File: src/rtl/bus_xfer_sequencer_pkg.sv
// bus_xfer_sequencer_pkg: source encodings, FSM states and source one-hot decode
package bus_xfer_sequencer_pkg;
  localparam int SRC_W = 5;
  localparam int SRC_N = 23;
  localparam logic [SRC_W-1:0] SRC_R0 = 5'd0;
  localparam logic [SRC_W-1:0] SRC_R15 = 5'd15;
  localparam logic [SRC_W-1:0] SRC_HI = 5'd16;
  localparam logic [SRC_W-1:0] SRC_LO = 5'd17;
  localparam logic [SRC_W-1:0] SRC_ZHIGH = 5'd18;
  localparam logic [SRC_W-1:0] SRC_ZLOW = 5'd19;
  localparam logic [SRC_W-1:0] SRC_PC = 5'd20;
  localparam logic [SRC_W-1:0] SRC_MDR = 5'd21;
  localparam logic [SRC_W-1:0] SRC_INPORT = 5'd22;
  localparam logic [SRC_W-1:0] SRC_COUNT = 5'd23;
  typedef enum logic [1:0] {IDLE, DRIVE, WAIT_MDR} state_t;
  function automatic logic [SRC_N-1:0] onehot(input logic [SRC_W-1:0] s);
    return s < SRC_COUNT ? SRC_N'(1) << s : '0;
  endfunction
endpackage

File: src/rtl/bus_xfer_sequencer_if.sv
// bus_xfer_sequencer_if: command handshake, memory-ready and bus enable signals
interface bus_xfer_sequencer_if #(parameter int DST_W = 24);
  import bus_xfer_sequencer_pkg::*;
  logic cmd_valid, cmd_ready, mdr_valid, busy, err;
  logic [SRC_W-1:0] cmd_src;
  logic [DST_W-1:0] cmd_dst, dst_in;
  logic [SRC_N-1:0] src_out;
  modport master (output cmd_valid, cmd_src, cmd_dst, mdr_valid, input cmd_ready, src_out, dst_in, busy, err);
  modport slave (input cmd_valid, cmd_src, cmd_dst, mdr_valid, output cmd_ready, src_out, dst_in, busy, err);
endinterface

File: src/rtl/bus_xfer_sequencer_fifo.sv
// cmd_fifo: synchronous command queue; a pushed entry is never readable in its push cycle
module cmd_fifo #(parameter int DEPTH = 4, parameter int W = 29) (
  input logic clk,
  input logic rst,
  input logic push,
  input logic pop,
  input logic [W-1:0] din,
  output logic [W-1:0] dout,
  output logic full,
  output logic empty,
  output logic [$clog2(DEPTH):0] count
);
  localparam int AW = $clog2(DEPTH);
  logic [W-1:0] mem [DEPTH];
  logic [AW-1:0] rd, wr;
  logic do_push, do_pop;
  assign full = count == (AW + 1)'(DEPTH);
  assign empty = count == '0;
  assign dout = mem[rd];
  assign do_push = push && !full;
  assign do_pop = pop && !empty;
  always_ff @(posedge clk) begin
    if (rst) begin
      rd <= '0;
      wr <= '0;
      count <= '0;
    end else begin
      if (do_push) begin
        mem[wr] <= din;
        wr <= wr + 1'b1;
      end
      if (do_pop) rd <= rd + 1'b1;
      count <= count + (AW + 1)'(do_push) - (AW + 1)'(do_pop);
    end
  end
endmodule

File: src/rtl/bus_xfer_sequencer.sv
// bus_xfer_sequencer: drains queued bus transfers, driving at most one source per cycle
module bus_xfer_sequencer
  import bus_xfer_sequencer_pkg::*;
#(
  parameter int DEPTH = 4,
  parameter int DST_W = 24,
  parameter int MDR_TMO = 15
) (
  input logic clk,
  input logic rst,
  bus_xfer_sequencer_if.slave bus
);
  localparam int CW = $clog2(MDR_TMO + 1);
  state_t state;
  logic full, empty, pop;
  logic [$clog2(DEPTH):0] count;
  logic [SRC_W+DST_W-1:0] head;
  logic [SRC_W-1:0] head_src;
  logic [DST_W-1:0] head_dst, wait_dst;
  logic [CW-1:0] cnt;
  assign {head_src, head_dst} = head;
  assign pop = !empty && state != WAIT_MDR;
  assign bus.cmd_ready = !full;
  assign bus.busy = count != '0 || state != IDLE;
  cmd_fifo #(.DEPTH(DEPTH), .W(SRC_W + DST_W)) u_fifo (
    .clk(clk),
    .rst(rst),
    .push(bus.cmd_valid),
    .pop(pop),
    .din({bus.cmd_src, bus.cmd_dst}),
    .dout(head),
    .full(full),
    .empty(empty),
    .count(count)
  );
  // IDLE and DRIVE dispatch identically, giving one transfer per cycle back to back
  always_ff @(posedge clk) begin
    if (rst) begin
      state <= IDLE;
      bus.src_out <= '0;
      bus.dst_in <= '0;
      bus.err <= 1'b0;
      cnt <= '0;
      wait_dst <= '0;
    end else begin
      bus.err <= 1'b0;
      bus.src_out <= '0;
      bus.dst_in <= '0;
      if (state == WAIT_MDR) begin
        cnt <= cnt + 1'b1;
        if (bus.mdr_valid) begin
          state <= DRIVE;
          bus.src_out <= onehot(SRC_MDR);
          bus.dst_in <= wait_dst;
        end else if (cnt == CW'(MDR_TMO - 1)) begin
          state <= IDLE;
          bus.err <= 1'b1;
        end
      end else if (!empty) begin
        if (head_src >= SRC_COUNT) begin
          state <= IDLE;
          bus.err <= 1'b1;
        end else if (head_src == SRC_MDR && !bus.mdr_valid) begin
          state <= WAIT_MDR;
          cnt <= '0;
          wait_dst <= head_dst;
        end else begin
          state <= DRIVE;
          bus.src_out <= onehot(head_src);
          bus.dst_in <= head_dst;
        end
      end else begin
        state <= IDLE;
      end
    end
  end
endmodule

File: src/flat_wrapper.sv
// flat-port wrapper written by rule: the top's interface ports become plain ports
module bus_xfer_sequencer_flat import bus_xfer_sequencer_pkg::*;
#(
  parameter int DEPTH = 4,
  parameter int DST_W = 24,
  parameter int MDR_TMO = 15
)
  (clk, rst, bus_cmd_valid, bus_cmd_src, bus_cmd_dst, bus_mdr_valid, bus_cmd_ready, bus_src_out, bus_dst_in, bus_busy, bus_err);
  bus_xfer_sequencer_if #(.DST_W(DST_W)) bus_i ();
  input logic clk;
  input logic rst;
  input wire logic [$bits(bus_i.cmd_valid)-1:0] bus_cmd_valid;
  input wire logic [$bits(bus_i.cmd_src)-1:0] bus_cmd_src;
  input wire logic [$bits(bus_i.cmd_dst)-1:0] bus_cmd_dst;
  input wire logic [$bits(bus_i.mdr_valid)-1:0] bus_mdr_valid;
  output wire logic [$bits(bus_i.cmd_ready)-1:0] bus_cmd_ready;
  output wire logic [$bits(bus_i.src_out)-1:0] bus_src_out;
  output wire logic [$bits(bus_i.dst_in)-1:0] bus_dst_in;
  output wire logic [$bits(bus_i.busy)-1:0] bus_busy;
  output wire logic [$bits(bus_i.err)-1:0] bus_err;
  assign bus_i.cmd_valid = bus_cmd_valid;
  assign bus_i.cmd_src = bus_cmd_src;
  assign bus_i.cmd_dst = bus_cmd_dst;
  assign bus_i.mdr_valid = bus_mdr_valid;
  assign bus_cmd_ready = bus_i.cmd_ready;
  assign bus_src_out = bus_i.src_out;
  assign bus_dst_in = bus_i.dst_in;
  assign bus_busy = bus_i.busy;
  assign bus_err = bus_i.err;
  bus_xfer_sequencer #(.DEPTH(DEPTH), .DST_W(DST_W), .MDR_TMO(MDR_TMO)) u_core (.clk(clk), .rst(rst), .bus(bus_i));
endmodule
File: config.mk
export PLATFORM = sky130hd
export DESIGN_NAME = bus_xfer_sequencer_flat
export DESIGN_NICKNAME = d
export VERILOG_FILES = /design/src/rtl/bus_xfer_sequencer_pkg.sv /design/src/rtl/bus_xfer_sequencer_if.sv /design/src/rtl/bus_xfer_sequencer_fifo.sv /design/src/rtl/bus_xfer_sequencer.sv /design/src/flat_wrapper.sv
export SDC_FILE = /design/constraint.sdc
export NUM_CORES = 1
export LEC_CHECK = 0
export CAP_MARGIN = 20
export CORE_MARGIN = 10
export CORE_UTILIZATION = 55
export CTS_BUF_LIST = sky130_fd_sc_hd__clkbuf_8
export CTS_CLUSTER_SIZE = 24
export DETAILED_ROUTE_END_ITERATION = 6
export PLACE_DENSITY_LB_ADDON = 0.25
export SYNTH_ARGS = -nofsm -noshare
export SYNTH_HDL_FRONTEND = slang
export SYNTH_SLANG_ARGS = --single-unit
File: constraint.sdc
create_clock -name clk -period 5.4 [get_ports clk]
set_clock_uncertainty 0.2 [all_clocks]
set_input_delay 1.08 -clock clk [delete_from_list [all_inputs] [get_ports clk]]
set_output_delay 1.08 -clock clk [all_outputs]
set_load 0.01 [all_outputs]
==> run_results.csv, run 1 <==
group,metric,value,unit
grt,grt_use_total,16.55,%
finish,layout-drive-gt1-share,16.16,%
synthesis,synthFlopType,"edfxtp_1",
routing,avgRoutedWirePerCell,19.47,um
power,pwr-share-clk,28.5,%
synthesis,yosysWarnings,0,
job,drv_cap,0,
placed_design,portBuffers,82,
routing,vias_per_cell,5.547,
floorplanning,boundaryPins,83,
power,vdd_drop_max,0.2556,mV
timing,fmax,287.8,MHz
synthesis,avgSynthCellArea,15.50,um^2
synthesis,synthArstFlopShare,0,%
floorplanning,core_area,13140,um^2
clock_tree,cts_sinks,203,
worst_setup_path,arrival,2.19,ns
finish,design_area,8937,um^2
grt,overflow,0,
routing,drtIter0Drc,393,
floorplanning,die_w,135.2,um
routing,wl,14.99,mm
floorplanning,num_rows,42,
clock_tree,cts_setup_buffers,0,
finish,syn2layout_area_growth,22.42,%
floorplanning,die_h,135.2,um
timing,worstMarginPinSlew,0.9819,ns
placed_design,postPlaceCellArea,8334,um^2
power,internal-power,0.002950,W
timing,post-route-worst-setup-slack,1.925,ns
finish,nets,612,
power,finalPower,0.004153,W
worst_hold_path,min_path_type,"register to register",
synthesis,synth_seq_cells,203,
routing,drt_pass1_iterations,4,
clock_tree,cts_resized,0,
clock_tree,path_clk_slew,0.06,ns
synthesis,synth.cell_area,7301,um^2
synthesis,ys_types,42,
clock_tree,cts_hold_buf,0,
worst_setup_path,critPathRequiredTime,4.12,ns
clock_tree,cts_buffer_depth,3,
placed_design,dp_hpwl,9.839,mm
power,leakage,3.065,nW
power,power_frac_comb,25.0,%
synthesis,synthCells,471,
synthesis,synth_fp_nets,513,
routing,dr_total_vias,4271,
worst_setup_path,startpoint_type,"register",
timing,final-hold-violation-count,0,
finish,n_antenna_cell,0,
floorplanning,initial_core_util,55.57,%
worst_setup_path,crit_fanout,5,
clock_tree,h-tree-depth,1,
timing,slew_violations,0,
clock_tree,cts_buffers,30,
timing,setup_viol,0,
power,p_sw_share,28.97,%
grt,grt_max_degree,33,
grt,antenna_found_initial,0,
timing,finalCriticalPeriod,3.475,ns
grt,grt_pass1_wl,24.33,mm
power,p_sw,0.001203,W
status,status,"finished clean",
timing,rsz0062_at_grt,"false",
finish,layout_commonest_cell,"edfxtp_1",
clock_tree,cts_tree,"built",
clock_tree,cts-root-buf,"clkbuf_8",
timing,tns,0,ns
worst_setup_path,critPathCaptureType,"output pin",
synthesis,seq_area_frac_synth,71.57,%
power,powerDensity,464.7,nW/um^2
timing,slew_headroom,34.45,%
routing,ant_nets,0,
grt,grt_pass1_vias,4542,
timing,fin_crit_sh,64.35,%
floorplanning,die_area,18280,um^2
clock_tree,worstSkewPairLatency,0.54,ns
worst_setup_path,path_class,"register to output pin",
synthesis,synth_edf_count,116,
finish,mostFrequentLayoutCells,"116 x edfxtp_1, 86 x dfxtp_1, 82 x clkdlybuf4s50_1, 38 x clkbuf_8",
placed_design,dpl_worst_slack,1.955,ns
power,p_seq_share,46.5,%
routing,drc_errors,0,
placed_design,place_congestion,0.8162,
metal layers:
layer,track usage (%),up-vias,share of wire [%]
met2,27.67,159,50
met5,0,-,0
li1,-,1997,-
met3,3.264,23,8.1
met1,21.08,2092,40
met4,5.801,0,1.6
cells by family (layout without fill, tap and decap cells):
logic type      count (synthesis)  count (layout)  synth area share [%]
compound gates                 84              84                 7.541
xor+xnor                        5               5                0.5998
fa+ha+maj                       9               9                 1.645
buf+inv                        35             158                 2.245
flops                         203             203                 71.57
mux                            29              29                 8.997
simple gates                  106             106                 7.404
Yosys cell counts (all sizes together), types with 2 or more instances:
cell type | n | share of area, %
a21oi | 25 | 1.7
a22o | 24 | 2.9
a41o | 2 | 0.27
and2 | 5 | 0.43
buf | 14 | 1.2
clkbuf | 13 | 0.67
dfxtp | 87 | 24
edfxtp | 116 | 48
ha | 8 | 1.4
inv | 8 | 0.41
mux4 | 29 | 9.0
nand2 | 6 | 0.31
nand2b | 3 | 0.26
nand3 | 33 | 2.3
nor2 | 33 | 1.7
nor2b | 5 | 0.43
nor3 | 6 | 0.41
nor4 | 3 | 0.26
o21a | 2 | 0.21
o21ai | 26 | 1.9
or2 | 2 | 0.17
or3 | 3 | 0.26
xnor2 | 4 | 0.48
final cells by class:
type                            count  area [um^2]
Clock buffer                       38        523.0
Timing Repair Buffer               94        910.9
Multi-Input combinational cell    233         1947
Clock inverter                     18        80.08
Sequential cell                   203         5226
Tap cell                          176        220.2
Inverter                            8        30.03
Fill cell                         902         4200
worst max-delay path, cell delays in order (launching register included):
cell and delay, ns:
dfxtp_1 0.33, or3_1 0.47, or3_1 0.35, clkdlybuf4s50_1 0.50
sequential cells by signal (all words and copies together) (netlist names), named ones only:
register             flops
u_core.bus.dst_in       24
u_core.u_fifo.rd         2
u_core.bus.err           1
u_core.state             2
u_core.u_fifo.count      3
u_core.wait_dst         24
u_core.cnt               4
u_core.u_fifo.mem      116
u_core.u_fifo.wr         2
u_core.bus.src_out      23
power groups by stage:
stage               Combinational (W)  Sequential (W)  Clock, W
floorplan                    0.000657         0.00192         0
global placement              0.00102         0.00197         0
detailed placement            0.00105         0.00197         0
CTS                           0.00105         0.00194   0.00121
global route                  0.00113         0.00195   0.00129
finish                        0.00104         0.00193   0.00118
path summary, 6_finish.rpt:
path / from / end / slack (ns) / depth (start not counted)
hold reg to reg: u_core.wait_dst[22] / u_core.bus.dst_in[22] / 0.27 / 1
setup reg to reg: register / u_core.cnt[2] / 2.05 / 6
setup / recovery: u_core.u_fifo.count[2] / bus_busy / 1.93 / 3
hold / removal: u_core.wait_dst[22] / u_core.bus.dst_in[22] / 0.27 / 1
per-stage QoR:
step | hold WS [ns] | cells | util, %
after floorplan | 0.2426 | 471 | -
after global placement | 0.2445 | 714 | 63.44
after detailed placement | 0.2618 | 714 | 63.44
after CTS | 0.2745 | 770 | 68.03
after global routing | 0.2893 | 770 | 68.03
final | 0.2746 | 770 | 68.03
Power figures use the tool's default switching activity.
==> run 2, diff against run 1 <==
--- a/config.mk
+++ b/config.mk
@@ -7,7 +7,7 @@
 export LEC_CHECK = 0
 export CAP_MARGIN = 20
 export CORE_MARGIN = 10
-export CORE_UTILIZATION = 55
+export CORE_UTILIZATION = 52
 export CTS_BUF_LIST = sky130_fd_sc_hd__clkbuf_8
 export CTS_CLUSTER_SIZE = 24
 export DETAILED_ROUTE_END_ITERATION = 6
==> constraint.sdc (replaced) <==
create_clock -name clk -period 3 [get_ports clk]
set_clock_uncertainty 0.2 [all_clocks]
set_input_delay 0.6 -clock clk [delete_from_list [all_inputs] [get_ports clk]]
set_output_delay 0.6 -clock clk [all_outputs]
set_load 0.01 [all_outputs]
==> run 2 against run 1 <==
Net effect:
- setup slack got worse by 1.8 ns
- routed wire length is 0.17% higher
- clock-buffer cell count down 3
- utilization fell by 2.5 points
- die area increased by 4.9%
- power rose by 82%
- via count up 0.49%
- first-iteration DRC count decreased by 24%
- flip-flop and latch count is the same
- sequential power is 76% higher
==> run_results.csv, run 2 (synthesis gave the netlist of run 1 again) <==
group,metric,value,unit
status,status,"finished clean",
job,drv_cap,0,
timing,tns,0,ns
routing,drt_pass1_iterations,4,
placed_design,dp_cells,728,
timing,setup_viol,0,
worst_hold_path,min_path_type,"register to register",
timing,rsz0062_at_grt,"false",
placed_design,place_congestion,0.8175,
finish,syn2layout_area_growth,24.20,%
clock_tree,worstSkewPairLatency,0.54,ns
finish,nets,623,
grt,gr-usage-met1,19.40,%
finish,finalNonFillerCells,786,
grt,overflow,0,
clock_tree,cts_buffer_depth,3,
routing,avgRoutedWirePerCell,19.11,um
grt,antenna_found_initial,0,
routing,drc_errors,0,
timing,fin_crit_sh,96.46,%
clock_tree,path_clk_slew,0.06,ns
clock_tree,h-tree-depth,1,
finish,largest_registers,"u_core.u_fifo.mem: 116 flops, u_core.bus.dst_in: 24 flops, u_core.wait_dst: 24 flops",
grt,grt_pass1_vias,4509,
power,powerDensity,832.6,nW/um^2
power,vdd_drop_max,0.4420,mV
worst_setup_path,critPathCaptureType,"output pin",
clock_tree,cts_tree,"built",
worst_setup_path,cpMaxStageDelayCell,"clkdlybuf4s50_1",
worst_setup_path,crit_fanout,5,
timing,worstMarginPinSlew,0.5900,ns
timing,slew_headroom,60.31,%
finish,mostFrequentLayoutCells,"116 x edfxtp_1, 86 x dfxtp_1, 81 x clkdlybuf4s50_1, 35 x clkbuf_8",
worst_setup_path,cpLargestDelayFamily,"simple AND/OR/NAND/NOR gates",
clock_tree,cts_buffers,31,
floorplanning,core_area,13830,um^2
clock_tree,cts_sinks,203,
clock_tree,cts_setup_buffers,0,
grt,grt_pass1_wl,24.65,mm
finish,largest_reg_flops,116,
worst_setup_path,worst-path-buf-inv,1,
worst_setup_path,startpoint_type,"register",
placed_design,postPlaceCellArea,8459,um^2
worst_setup_path,crit_path_cell_trace,"or3_4 > or3_1 > clkdlybuf4s50_1",
timing,final-hold-violation-count,0,
grt,met2_usage,26.63,%
routing,ant_nets,0,
finish,fill_cells,982,
grt,grt_use_met3,3.562,%
finish,largest-register,"u_core.u_fifo.mem",
finish,layout-drive-gt1-share,17.00,%
floorplanning,num_rows,43,
grt,top_usage_layer,"met2",
timing,slew_violations,0,
finish,layout_commonest_cell,"edfxtp_1",
finish,design_area,9067,um^2
routing,vias_per_cell,5.461,
power,finalPower,0.007550,W
worst_setup_path,critPathRequiredTime,2.20,ns
routing,dr_total_vias,4292,
clock_tree,cts-root-buf,"clkbuf_8",
floorplanning,boundaryPins,83,
floorplanning,die_w,138.5,um
placed_design,dp_hpwl,9.456,mm
floorplanning,initial_core_util,52.80,%
timing,finalCriticalPeriod,2.894,ns
worst_setup_path,cpPeakStageDelay,0.49,ns
finish,n_antenna_cell,0,
floorplanning,die_area,19180,um^2
floorplanning,die_h,138.5,um
routing,drtIter0Drc,297,
worst_setup_path,arrival,2.09,ns
power,leakage,3.161,nW
grt,grt_max_degree,30,
timing,fmax,345.6,MHz
worst_setup_path,path_class,"register to output pin",
routing,wl,15.02,mm
placed_design,portBuffers,82,
grt,grt_use_total,15.62,%
==> run 2: cell types whose count changed in the layout (fill, tap and decap cells not counted), sizes merged <==
cell and delta:
buf +11, inv +11, clkinv -7, clkbuf -3, bufinv +1, clkdlybuf4s50 -1
==> run 2: area by class of cell <==
cell class | instances | area (um^2) | share of cell area, %
sequential | 203 | 5226 | 57.64
clock buffer | 35 | 481.7 | 5.313
timing repair buffer | 104 | 1031 | 11.37
inverter | 8 | 30.03 | 0.3312
tap | 180 | 225.2 | 2.484
clock inverter | 23 | 121.4 | 1.338
multi-input combinational | 233 | 1952 | 21.53
==> run 2: power by group <==
part	internal (W)	switching, W
clock network	0.00115	0.000997
logic	0.000974	0.00104
registers	0.00325	0.000136
==> run 2: worst register-to-register path, delay by kind of cell (launching register included) <==
| kind | cells | cell delay (ns) |
|---|---|---|
| XOR/XNOR | 2 | 0.32 |
| buffers and inverters | 1 | 0.04 |
| flip-flops | 1 | 0.39 |
| AND/OR/NAND/NOR | 3 | 0.73 |
| adder cells (fa/ha/maj) | 3 | 0.73 |
==> run 2: path summary, 6_finish.rpt <==
kind / from / endpoint / slack (ns) / depth (start not counted)
worst min-delay path: u_core.wait_dst[6] / u_core.bus.dst_in[6] / 0.26 / 1
worst min register to register: u_core.wait_dst[6] / u_core.bus.dst_in[6] / 0.26 / 1
worst max register to register: u_core.u_fifo.count[2] / u_core.u_fifo.count[2] / 0.48 / 9
worst max-delay path: u_core.u_fifo.count[2] / bus_busy / 0.11 / 3
==> run 2: layer usage <==
layer / routed length, um / vias to the layer above
li1: - / 2022
met1: 6240 / 2086
met2: 7380 / 157
met3: 1103 / 27
met4: 296 / 0
met5: 0 / -
==> run 2: metrics by stage <==
step | hold slack, ns | setup slack (ns) | util [%]
2_1_floorplan | 0.2426 | 0.5678 | -
3_3_place_gp | 0.2489 | 0.2585 | 61.18
3_5_place_dp | 0.2567 | 0.1529 | 61.18
4_1_cts | 0.2651 | 0.008082 | 65.54
5_1_grt | 0.2780 | 0.01793 | 65.58
6_report | 0.2640 | 0.1062 | 65.58
==> run 2: timing repair <==
action,CTS,global route
hold endpoints to repair,0,0
hold buffers,0,0
endpoints found under the setup margin,0,1
resized for setup,0,1
==> run 3, diff against run 2 <==
--- a/config.mk
+++ b/config.mk
@@ -5,7 +5,7 @@
 export SDC_FILE = /design/constraint.sdc
 export NUM_CORES = 1
 export LEC_CHECK = 0
-export CAP_MARGIN = 20
+export CAP_MARGIN = 30
 export CORE_MARGIN = 10
 export CORE_UTILIZATION = 52
 export CTS_BUF_LIST = sky130_fd_sc_hd__clkbuf_8
==> results of run 3 <==
No change in the layout: final DEF, timing and power equal those of run 2.
